<file path="src/rtl/ripple_count_monitor_pkg.sv">
// Types and constants shared by the ripple counter monitor and its sub-blocks.
// The direction encoding matches the ripple counter's own mode input.
package ripple_count_monitor_pkg;

    typedef enum logic [1:0] {
        ST_ACQ   = 2'd0,
        ST_TRACK = 2'd1,
        ST_ERR   = 2'd2
    } state_t;

    localparam logic DIR_UP = 1'b0;
    localparam logic DIR_DN = 1'b1;

endpackage

</file>
<file path="src/rtl/ripple_sync_filter.sv">
// Brings the asynchronous ripple counter bus into the clk domain and only
// reports a value once it has been seen unchanged for STABLE_CYCLES samples.
module ripple_sync_filter #(
    parameter int WIDTH         = 4,
    parameter int SYNC_STAGES   = 2,
    parameter int STABLE_CYCLES = 2
) (
    input  logic             clk,
    input  logic             rst,
    input  logic             restart,
    input  logic [WIDTH-1:0] q_in,
    output logic [WIDTH-1:0] candidate,
    output logic             accept
);

    localparam int             CW      = $clog2(STABLE_CYCLES + 1);
    localparam logic [CW-1:0]  CNT_SAT = CW'(STABLE_CYCLES);
    localparam logic [CW-1:0]  CNT_PRE = CW'(STABLE_CYCLES - 1);

    logic [WIDTH-1:0]       sync_q [SYNC_STAGES];
    logic [SYNC_STAGES-1:0] primed;
    logic [WIDTH-1:0]       cand_q;
    logic [CW-1:0]          cnt_q;
    logic [WIDTH-1:0]       s_q;
    logic                   s_valid;
    logic                   load;
    logic                   hold;

    // primed walks a 1 through the synchroniser depth so the zeros left by
    // reset or restart are never mistaken for a real count.
    assign s_q     = sync_q[SYNC_STAGES-1];
    assign s_valid = primed[SYNC_STAGES-1];
    assign load    = s_valid && ((cnt_q == '0) || (s_q != cand_q));
    assign hold    = s_valid && !load && (cnt_q != CNT_SAT);
    assign accept  = (load && (STABLE_CYCLES == 1)) || (hold && (cnt_q == CNT_PRE));

    // Value being qualified this cycle, so a single-sample filter still
    // reports the value it is accepting rather than the previous one.
    assign candidate = load ? s_q : cand_q;

    always_ff @(posedge clk) begin
        if (rst) begin
            for (int i = 0; i < SYNC_STAGES; i++) begin
                sync_q[i] <= '0;
            end
            primed <= '0;
            cand_q <= '0;
            cnt_q  <= '0;
        end else begin
            sync_q[0] <= q_in;
            for (int i = 1; i < SYNC_STAGES; i++) begin
                sync_q[i] <= sync_q[i-1];
            end
            if (restart) begin
                primed <= '0;
                cnt_q  <= '0;
            end else begin
                primed <= {primed[SYNC_STAGES-2:0], 1'b1};
                if (load) begin
                    cand_q <= s_q;
                    cnt_q  <= CW'(1);
                end else if (hold) begin
                    cnt_q <= cnt_q + CW'(1);
                end
            end
        end
    end

endmodule

</file>
<file path="src/rtl/ripple_count_monitor.sv">
// Tracks the filtered ripple counter value and flags steps, wraps, target hits
// and direction or illegal-jump errors for the status/display logic.
//
//  state    | meaning
//  ST_ACQ   | waiting for the first stable value; no events reported
//  ST_TRACK | count_out valid; each accepted change classified as step or jump
//  ST_ERR   | illegal jump seen; count_out follows silently until clr_err
module ripple_count_monitor
    import ripple_count_monitor_pkg::*;
#(
    parameter int WIDTH         = 4,
    parameter int SYNC_STAGES   = 2,
    parameter int STABLE_CYCLES = 2
) (
    input  logic             clk,
    input  logic             rst,
    input  logic [WIDTH-1:0] q_in,
    input  logic             mode_in,
    input  logic [WIDTH-1:0] target,
    input  logic             clr_err,
    output logic [WIDTH-1:0] count_out,
    output logic             count_valid,
    output logic             step_pulse,
    output logic             wrap_pulse,
    output logic             match_pulse,
    output logic             dir_err,
    output logic             jump_err
);

    state_t           state;
    state_t           state_n;
    logic [WIDTH-1:0] candidate;
    logic             accept;
    logic             restart;
    logic             is_up;
    logic             is_dn;
    logic [WIDTH-1:0] count_n;
    logic             valid_n;
    logic             step_n;
    logic             wrap_n;
    logic             match_n;
    logic             dir_n;
    logic             jump_n;

    ripple_sync_filter #(
        .WIDTH        (WIDTH),
        .SYNC_STAGES  (SYNC_STAGES),
        .STABLE_CYCLES(STABLE_CYCLES)
    ) u_filter (
        .clk      (clk),
        .rst      (rst),
        .restart  (restart),
        .q_in     (q_in),
        .candidate(candidate),
        .accept   (accept)
    );

    // Leaving ERR re-primes the filter so the current value is re-qualified
    // from scratch before tracking resumes.
    assign restart = (state == ST_ERR) && clr_err;
    assign is_up   = (candidate == count_out + WIDTH'(1));
    assign is_dn   = (candidate == count_out - WIDTH'(1));

    always_comb begin
        state_n = state;
        count_n = count_out;
        valid_n = count_valid;
        step_n  = 1'b0;
        wrap_n  = 1'b0;
        match_n = 1'b0;
        dir_n   = 1'b0;
        jump_n  = jump_err;
        case (state)
            ST_ACQ: begin
                if (accept) begin
                    count_n = candidate;
                    valid_n = 1'b1;
                    state_n = ST_TRACK;
                end
            end
            ST_TRACK: begin
                if (accept && (candidate != count_out)) begin
                    count_n = candidate;
                    if (is_up) begin
                        step_n  = 1'b1;
                        wrap_n  = (count_out == '1);
                        dir_n   = (mode_in != DIR_UP);
                        match_n = (candidate == target);
                    end else if (is_dn) begin
                        step_n  = 1'b1;
                        wrap_n  = (count_out == '0);
                        dir_n   = (mode_in != DIR_DN);
                        match_n = (candidate == target);
                    end else begin
                        jump_n  = 1'b1;
                        valid_n = 1'b0;
                        state_n = ST_ERR;
                    end
                end
            end
            ST_ERR: begin
                if (clr_err) begin
                    jump_n  = 1'b0;
                    state_n = ST_ACQ;
                end else if (accept) begin
                    count_n = candidate;
                end
            end
            default: begin
                state_n = ST_ACQ;
            end
        endcase
    end

    always_ff @(posedge clk) begin
        if (rst) begin
            state       <= ST_ACQ;
            count_out   <= '0;
            count_valid <= 1'b0;
            step_pulse  <= 1'b0;
            wrap_pulse  <= 1'b0;
            match_pulse <= 1'b0;
            dir_err     <= 1'b0;
            jump_err    <= 1'b0;
        end else begin
            state       <= state_n;
            count_out   <= count_n;
            count_valid <= valid_n;
            step_pulse  <= step_n;
            wrap_pulse  <= wrap_n;
            match_pulse <= match_n;
            dir_err     <= dir_n;
            jump_err    <= jump_n;
        end
    end

endmodule
</file>
<file path="config.mk">
export PLATFORM = sky130hd
export DESIGN_NAME = ripple_count_monitor
export DESIGN_NICKNAME = d
export VERILOG_FILES = /design/src/rtl/ripple_count_monitor_pkg.sv /design/src/rtl/ripple_sync_filter.sv /design/src/rtl/ripple_count_monitor.sv
export SDC_FILE = /design/constraint.sdc
export NUM_CORES = 1
export LEC_CHECK = 0
export ABC_AREA = 1
export BUFFER_PORTS_ARGS = -buffer_cell sky130_fd_sc_hd__buf_2
export CORE_MARGIN = 1
export CORE_UTILIZATION = 40
export CTS_CLUSTER_DIAMETER = 40
export CTS_CLUSTER_SIZE = 16
export DETAILED_ROUTE_END_ITERATION = 16
export GPL_TIMING_DRIVEN = 0
export SYNTH_ARGS = -nofsm -noshare
export SYNTH_HDL_FRONTEND = slang
export SYNTH_SLANG_ARGS = --single-unit
export TNS_END_PERCENT = 100
</file>
<file path="constraint.sdc">
create_clock -name clk -period 2.1 [get_ports clk]
set_clock_uncertainty 0.1 [all_clocks]
set_input_delay 0.105 -clock clk [delete_from_list [all_inputs] [get_ports clk]]
set_output_delay 0.105 -clock clk [all_outputs]
set_load 0.01 [all_outputs]
</file>
Word-level counts from Yosys, hierarchy flattened
Memory sizes are Yosys's and may differ from the RTL's.
Cells that the tools add are included.
- add/sub/neg operators: 3
- multiply operators: 0
- divide/modulo/power cells: 0
- order comparisons: 0
- equal/unequal tests: 16
- shift operators: 0
- multiplexer cells: 37
- bitwise operators: 5
- reductions and logical operators: 22
- operators with widths (cell ; number):
    4-bit two-way mux ; 6
    1-bit two-way mux ; 22
    5-bit AND reduction ; 3
    2-bit != test, second input constant ; 7
    4-bit equality test ; 3
    4-bit one-hot mux with 3 select lines ; 1
    2-bit two-way mux ; 5
    4-bit != test ; 2
    1-bit logical AND ; 6
    2-bit one-hot mux with 3 select lines ; 1
    2-bit nonzero test ; 3
    3-bit OR reduction ; 2
    4-bit by 1-bit adder with 4-bit output, second input constant ; 1
    2-bit by 1-bit equality test with 1-bit output, second input constant ; 2
    4-bit equality test, second input constant ; 1
    2-bit logical NOT ; 2
    4-bit logical NOT ; 1
    1-bit one-hot mux with 2 select lines ; 2
    4-bit by 1-bit subtractor with 4-bit output, second input constant ; 1
    1-bit inverter ; 3
    3-bit AND reduction ; 1
    3-bit nonzero test ; 1
    2-bit by 1-bit adder with 2-bit output, second input constant ; 1
    2-bit equality test, second input constant ; 1
    4 further kinds ; 5
- register bits after elaboration: 20
- latch bits: 0
- RAM bits: 8
- ROM bits: 0
- bits of input ports: 12
- memories kept: 1
- memories (name ; words ; width ; rd ports ; clocked after memory_dff ; wr ports ; RTL line ; RTL):
    u_filter.sync_q ; 2 ; 4 ; 2 ; 0 ; 2 ; ripple_sync_filter.sv:20 ; logic [WIDTH-1:0] sync_q [SYNC_STAGES];

Depth between registers and ports, before layout
An unclocked memory read counts as a cell.
- word-level depth: 11
- depth in mapped cells: 19
- depth with buffers taken out: 19

Hierarchy
From an unflattened synthesis, not the netlist that was laid out.
- cells, all modules: 227
- area, all modules: 1627.8 um^2
- by module, submodules not included (module ; instances ; cells each ; area each (um^2)):
    ripple_count_monitor ; 1 ; 129 ; 900.9
    ripple_sync_filter ; 1 ; 98 ; 726.9

Least setup slack after synthesis
No wires, ideal clock.
- path type: register to register
- from: register u_filter.cnt_q[0]
- to: register count_out[0]
- library setup time: 113 ps
- data arrival time: 1828 ps
- path slack: 58 ps
- stages on the path, launching flop included: 17
- clock period less this slack: 2042 ps
- cell sequence: dfxtp_1 -> inv_1 -> ha_1 -> inv_1 -> nand2_2 -> nor2_4 -> nand3_4 -> nand2_4 -> nand2_2 -> nand3_1 -> nand2_2 -> nor2_4 -> nand2_4 -> o211ai_4 -> nand2_1 -> nand2_1 -> nor2_1
- word-level cells in the longest chain between the ends: 10
- elaborated cells on any way between the ends: 18
- RTL lines (item ; RTL line ; RTL):
    start, declared ; ripple_sync_filter.sv:23 ; logic [CW-1:0] cnt_q;
    start signal, assigned ; ripple_sync_filter.sv:63 ; cnt_q <= cnt_q + CW'(1);
    2-bit logical NOT ; ripple_sync_filter.sv:33 ; assign load = s_valid && ((cnt_q == '0) || (s_q != cand_q));
    1-bit logical OR ; ripple_sync_filter.sv:33 ;
    1-bit logical AND ; ripple_sync_filter.sv:33 ;
    1-bit logical NOT ; ripple_sync_filter.sv:34 ; assign hold = s_valid && !load && (cnt_q != CNT_SAT);
    1-bit logical AND (2 in a row) ; ripple_sync_filter.sv:34 ;
    1-bit logical AND ; ripple_sync_filter.sv:35 ; assign accept = (load && (STABLE_CYCLES == 1)) || (hold && (cnt_q == CNT_PRE));
    4-bit two-way mux / 1-bit logical AND (equally long branches) ; ripple_count_monitor.sv:75, ripple_count_monitor.sv:105, ripple_count_monitor.sv:82 ;
    4-bit two-way mux / 2-bit != test (equally long branches) ; n/a ;
    4-bit one-hot mux with 3 select lines / 3-bit AND reduction (equally long branches) ; n/a ;
    end signal, assigned ; ripple_count_monitor.sv:127 ; count_out <= count_n;
    end, declared ; ripple_count_monitor.sv:21 ; output logic [WIDTH-1:0] count_out,
Several ways; a longest one is shown, not always the timed one. The select of a mux whose other input is x is not followed.
A chain may end at the register's enable or synchronous reset.

Final worst setup path
- from: register u_filter.cnt_q[0]
- to: register count_valid
- word-level cells in the longest chain between the ends: 10
- elaborated cells on any way between the ends: 19
- RTL lines (item ; RTL line ; RTL):
    branches (longest 9 deep; another with 4-bit two-way mux) ; n/a ;
    5-bit AND reduction (no source line) * ; n/a ;
    end signal, assigned ; ripple_count_monitor.sv:128 ; count_valid <= valid_n;
    end, declared ; ripple_count_monitor.sv:22 ; output logic count_valid,
Mark *: on every way between the ends.

==> metrics.txt <==
worst-case reg-to-reg path depth 19; Fillers approximately 390; stages on the worst setup path 19; clk root buf clkbuf_8; Placement Rows 23; Global Route met3 Usage 0.0270; GR Util All Layers 0.189; worst rel slew slack 0.399; placed instance area roughly 1900 um2; Adder-Cell Fraction of Synth Area 0.0437; H-tree level count 1; Post-Synth Simple-Gate Area 0.389; Final ANT Viol Nets 0; clock tree buffer depth 2; Max-Cap Viols 0; largest fanout on the critical path 7; starting density of the core 0.423; Design Power ~0.0013 W; clock insertion delay at the later pin of the skew report around 0.28 ns; failing checks negative setup slack; Worst Path Arrival about 2.2 ns; Seq pwr share 0.436; GR Util met2 0.300; First-pass DRT Iterations 4; share of the synthesized area in the top cell type 0.326; Tcrit/Tclk final 1.01; Worst R2R End count_valid; initial antenna violation count 0; worst slew pin tran between 0.8 and 0.9 ns; DR vias approximately 1600; startpoint types register; Slew Viols, Final 0; Clk pin slew, worst setup/hold paths 0.10 ns; Synth cell types 32; post-synthesis mux area share 0.00655; FF-to-FF Start u_filter.cnt_q[0]; grt total ovfl 0; final WL between 3 and 4 mm; RSZ-0062 raised after global routing true; DRC Markers 0; Synth Area in XOR/XNOR 0.0561; CP dominant cell by count nand2_1; maximum VDD drop between 0.4 and 0.5 mV; M1 GR Usage 0.260; Critical Path End Type register; largest net degree at the start of global routing 17; Post-Syn Area between 1500 and 2000 um2; Synth warnings 0; Crit path largest cell delay between 0.3 and 0.4 ns; vias per cell 4.63; Final setup violation count 6; Avg Cell Area, Syn 7.07 um2; CP required 2.19 ns; Die W approximately 68 um; diode count 0; core area 4060 um2; Sink Count 28; sequential-to-total area share from yosys stat 0.326; NetSw 0.000389 W; final net count 304; Worst Setup SP u_filter.cnt_q[0]; Top Ports 22; GP Congestion between 0.8 and 0.9; final setup margin -0.0303 ns; f_max between 0.4 and 0.5 GHz; HP Class in -> reg; Clk pwr share 0.332; Int Pwr about 0.00093 W; end of the critical path count_valid; post-route cell area approximately 2300 um2; Synth area leader dfxtp_1; Starting DRT DRC Count 46; global route hottest layer met2; Tmin final 2.13 ns; Hold Vio Cnt, Final 0; die height between 60 and 70 um; P per Cell Area a little under 600 nW/um2; Synth Area in Compound Gates 0.0721; status finished, violations left; synthesis-stage register bit count 28; number of global-route vias before repair roughly 1400; cts bufs inserted 3; share of cells above drive strength 1 0.361; slowest cell on the critical path dfxtp_2; LEAKAGE between 1 and 1.5 nW; final cell count without fillers approximately 340; switching share of total power 0.294; CP delay by family, top simple AND/OR/NAND/NOR gates; synth-to-layout area growth 31.0%; synthesized net count between 200 and 300; WP buf/inv 3; TritonCTS clock tree built; Port Buffer Count 21; critical path class reg -> reg; main combinational cell family by area after synthesis simple AND/OR/NAND/NOR gates; crit-path cells inv_2 > ha_4 > inv_2 > nand2_2 > nor2_4 > nand3_4 > nand2_8 > buf_4 > nand2_1 > nand3_1 > nand2_2 > nor2_4 > nand2_1 > nand2_1 > nand2_1 > nand3_2 > nand2_1 > nand2_1 > nor2_2; Comb pwr share 0.232; first-pass GRT wire length ~6.4 mm; full die area 4560 um2; Final HPWL DP between 2 and 3 mm; Placed Cells 314; top cells by area, synth dfxtp_1 33%, nand2_1 9.6%, inv_1 9.0%, nor2_1 7.4%, nand3_1 5.8%; flop-to-flop setup slack -0.03 ns; Mapped Cells around 240; per-cell routed wire length between 10 and 15 um
[power groups by stage]
stage / registers [W] / logic, W / clock network [W]
floorplan: 0.000586 / 0.000195 / 0
global placement: 0.000585 / 0.000251 / 0
detailed placement: 0.000586 / 0.000252 / 0
CTS: 0.000575 / 0.000283 / 0.000449
global route: 0.000579 / 0.000342 / 0.000469
finish: 0.000576 / 0.000307 / 0.000438
[cell usage after synthesis]
library cell,number
inv_2,3
nor2_4,4
nor3_2,1
o21bai_1,1
o21ai_0,5
nand2_4,3
ha_1,6
clkbuf_2,1
nand2_1,44
a211oi_2,1
buf_2,1
nand3_1,20
clkinv_1,1
dfxtp_1,28
a31oi_1,1
o211ai_4,1
nor2_2,4
a21oi_1,7
nor3_1,1
o211ai_1,1
nand3_2,5
inv_1,41
nor2_1,34
xnor2_1,2
nand4_1,1
nand3b_1,1
a21oi_2,1
clkbuf_1,1
xor2_1,9
nand3_4,1
nand2_2,12
mux2_2,1
[registers in the layout, indices dropped and copies added, names as in the netlist, 2 cells and up]
register         flops
u_filter.cand_q      4
count_out            4
u_filter.cnt_q       2
u_filter.primed      2
state                2
u_filter.sync_q      8
[through the flow]
stage / utilization / TNS [ns] / worst slack (ns) / hold slack (ns)
floorplan: - / 0 / 0.0585 / 0.0936
global placement: 0.465 / -1.30 / -0.142 / 0.207
detailed placement: 0.465 / -1.75 / -0.185 / 0.213
CTS: 0.521 / -0.165 / -0.0396 / 0.0153
global route: 0.555 / -1.75 / -0.203 / 0.0141
finish: 0.555 / -0.119 / -0.0303 / 0.0274
[per-layer routing]
metal | share of wire | wire (um)
met2 | 0.47 | 1840
met4 | 0.012 | 46
met3 | 0.024 | 93
met5 | 0 | 0
met1 | 0.50 | 1970
[cell type report]
| class | count | area (um2) | share of cell area |
|---|---|---|---|
| multi-input cells | 167 | 1110 | 0.494 |
| flip-flops and latches | 28 | 566 | 0.251 |
| repair buffers | 38 | 256 | 0.114 |
| inverters | 45 | 169 | 0.0750 |
| well taps | 50 | 62.6 | 0.0278 |
| clock buffers | 3 | 41.3 | 0.0183 |
| clock inverters | 1 | 30.0 | 0.0133 |
| plain buffers | 3 | 13.8 | 0.00611 |
[what timing repair did]
action,CTS,global route
hold endpoints to repair,5,0
pin swaps,8,12
setup buffers,7,5
resized for setup,18,25
hold buffers,5,0
setup endpoints to repair,12,12
[worst min-delay path, stage by stage]
cell and delay [ns]:
buf_2 0.12, a21oi_1 0.04, o21ai_0 0.07, inv_1 0.04
[placed cells by master, fill, tap and decap left out, types with 2 or more instances in the layout]
cell type	synthesis	final
buf_2	1	22
nand3_4	1	3
inv_1	41	35
nor2_2	4	8
nor2_4	4	6
nor2_1	34	28
nand2_4	3	7
a21oi_1	7	7
dfxtp_1	28	24
buf_4	0	9
xor2_1	9	9
nand2_2	12	11
nand3_2	5	9
nand3_1	20	14
buf_6	0	3
xnor2_1	2	2
inv_2	3	9
clkbuf_8	0	3
dlygate4sd3_1	0	5
ha_1	6	5
nand2_1	44	40
dfxtp_2	0	4
o21ai_0	5	5
[kinds of logic after synthesis]
family / after synthesis
adders and majority gates: 6
buffers and inverters: 48
AOI/OAI and AO/OA: 18
muxes: 1
and+or+nand+nor: 131
xor gates and xnor gates: 11
DFF: 28
[how the worst min path moves through the flow]
stage / from / endpoint / slack, ns / depth (start not counted)
after floorplan: mode_in / dir_err / 0.09 / 1
after global placement: q_in[2] / u_filter.sync_q[0][2] / 0.21 / 3
after detailed placement: q_in[0] / u_filter.sync_q[0][0] / 0.21 / 3
after CTS: rst / u_filter.cand_q[0] / 0.02 / 4
after global routing: rst / u_filter.cand_q[0] / 0.01 / 4
final: rst / u_filter.cand_q[0] / 0.03 / 4
(Power assumes the default switching activity.)
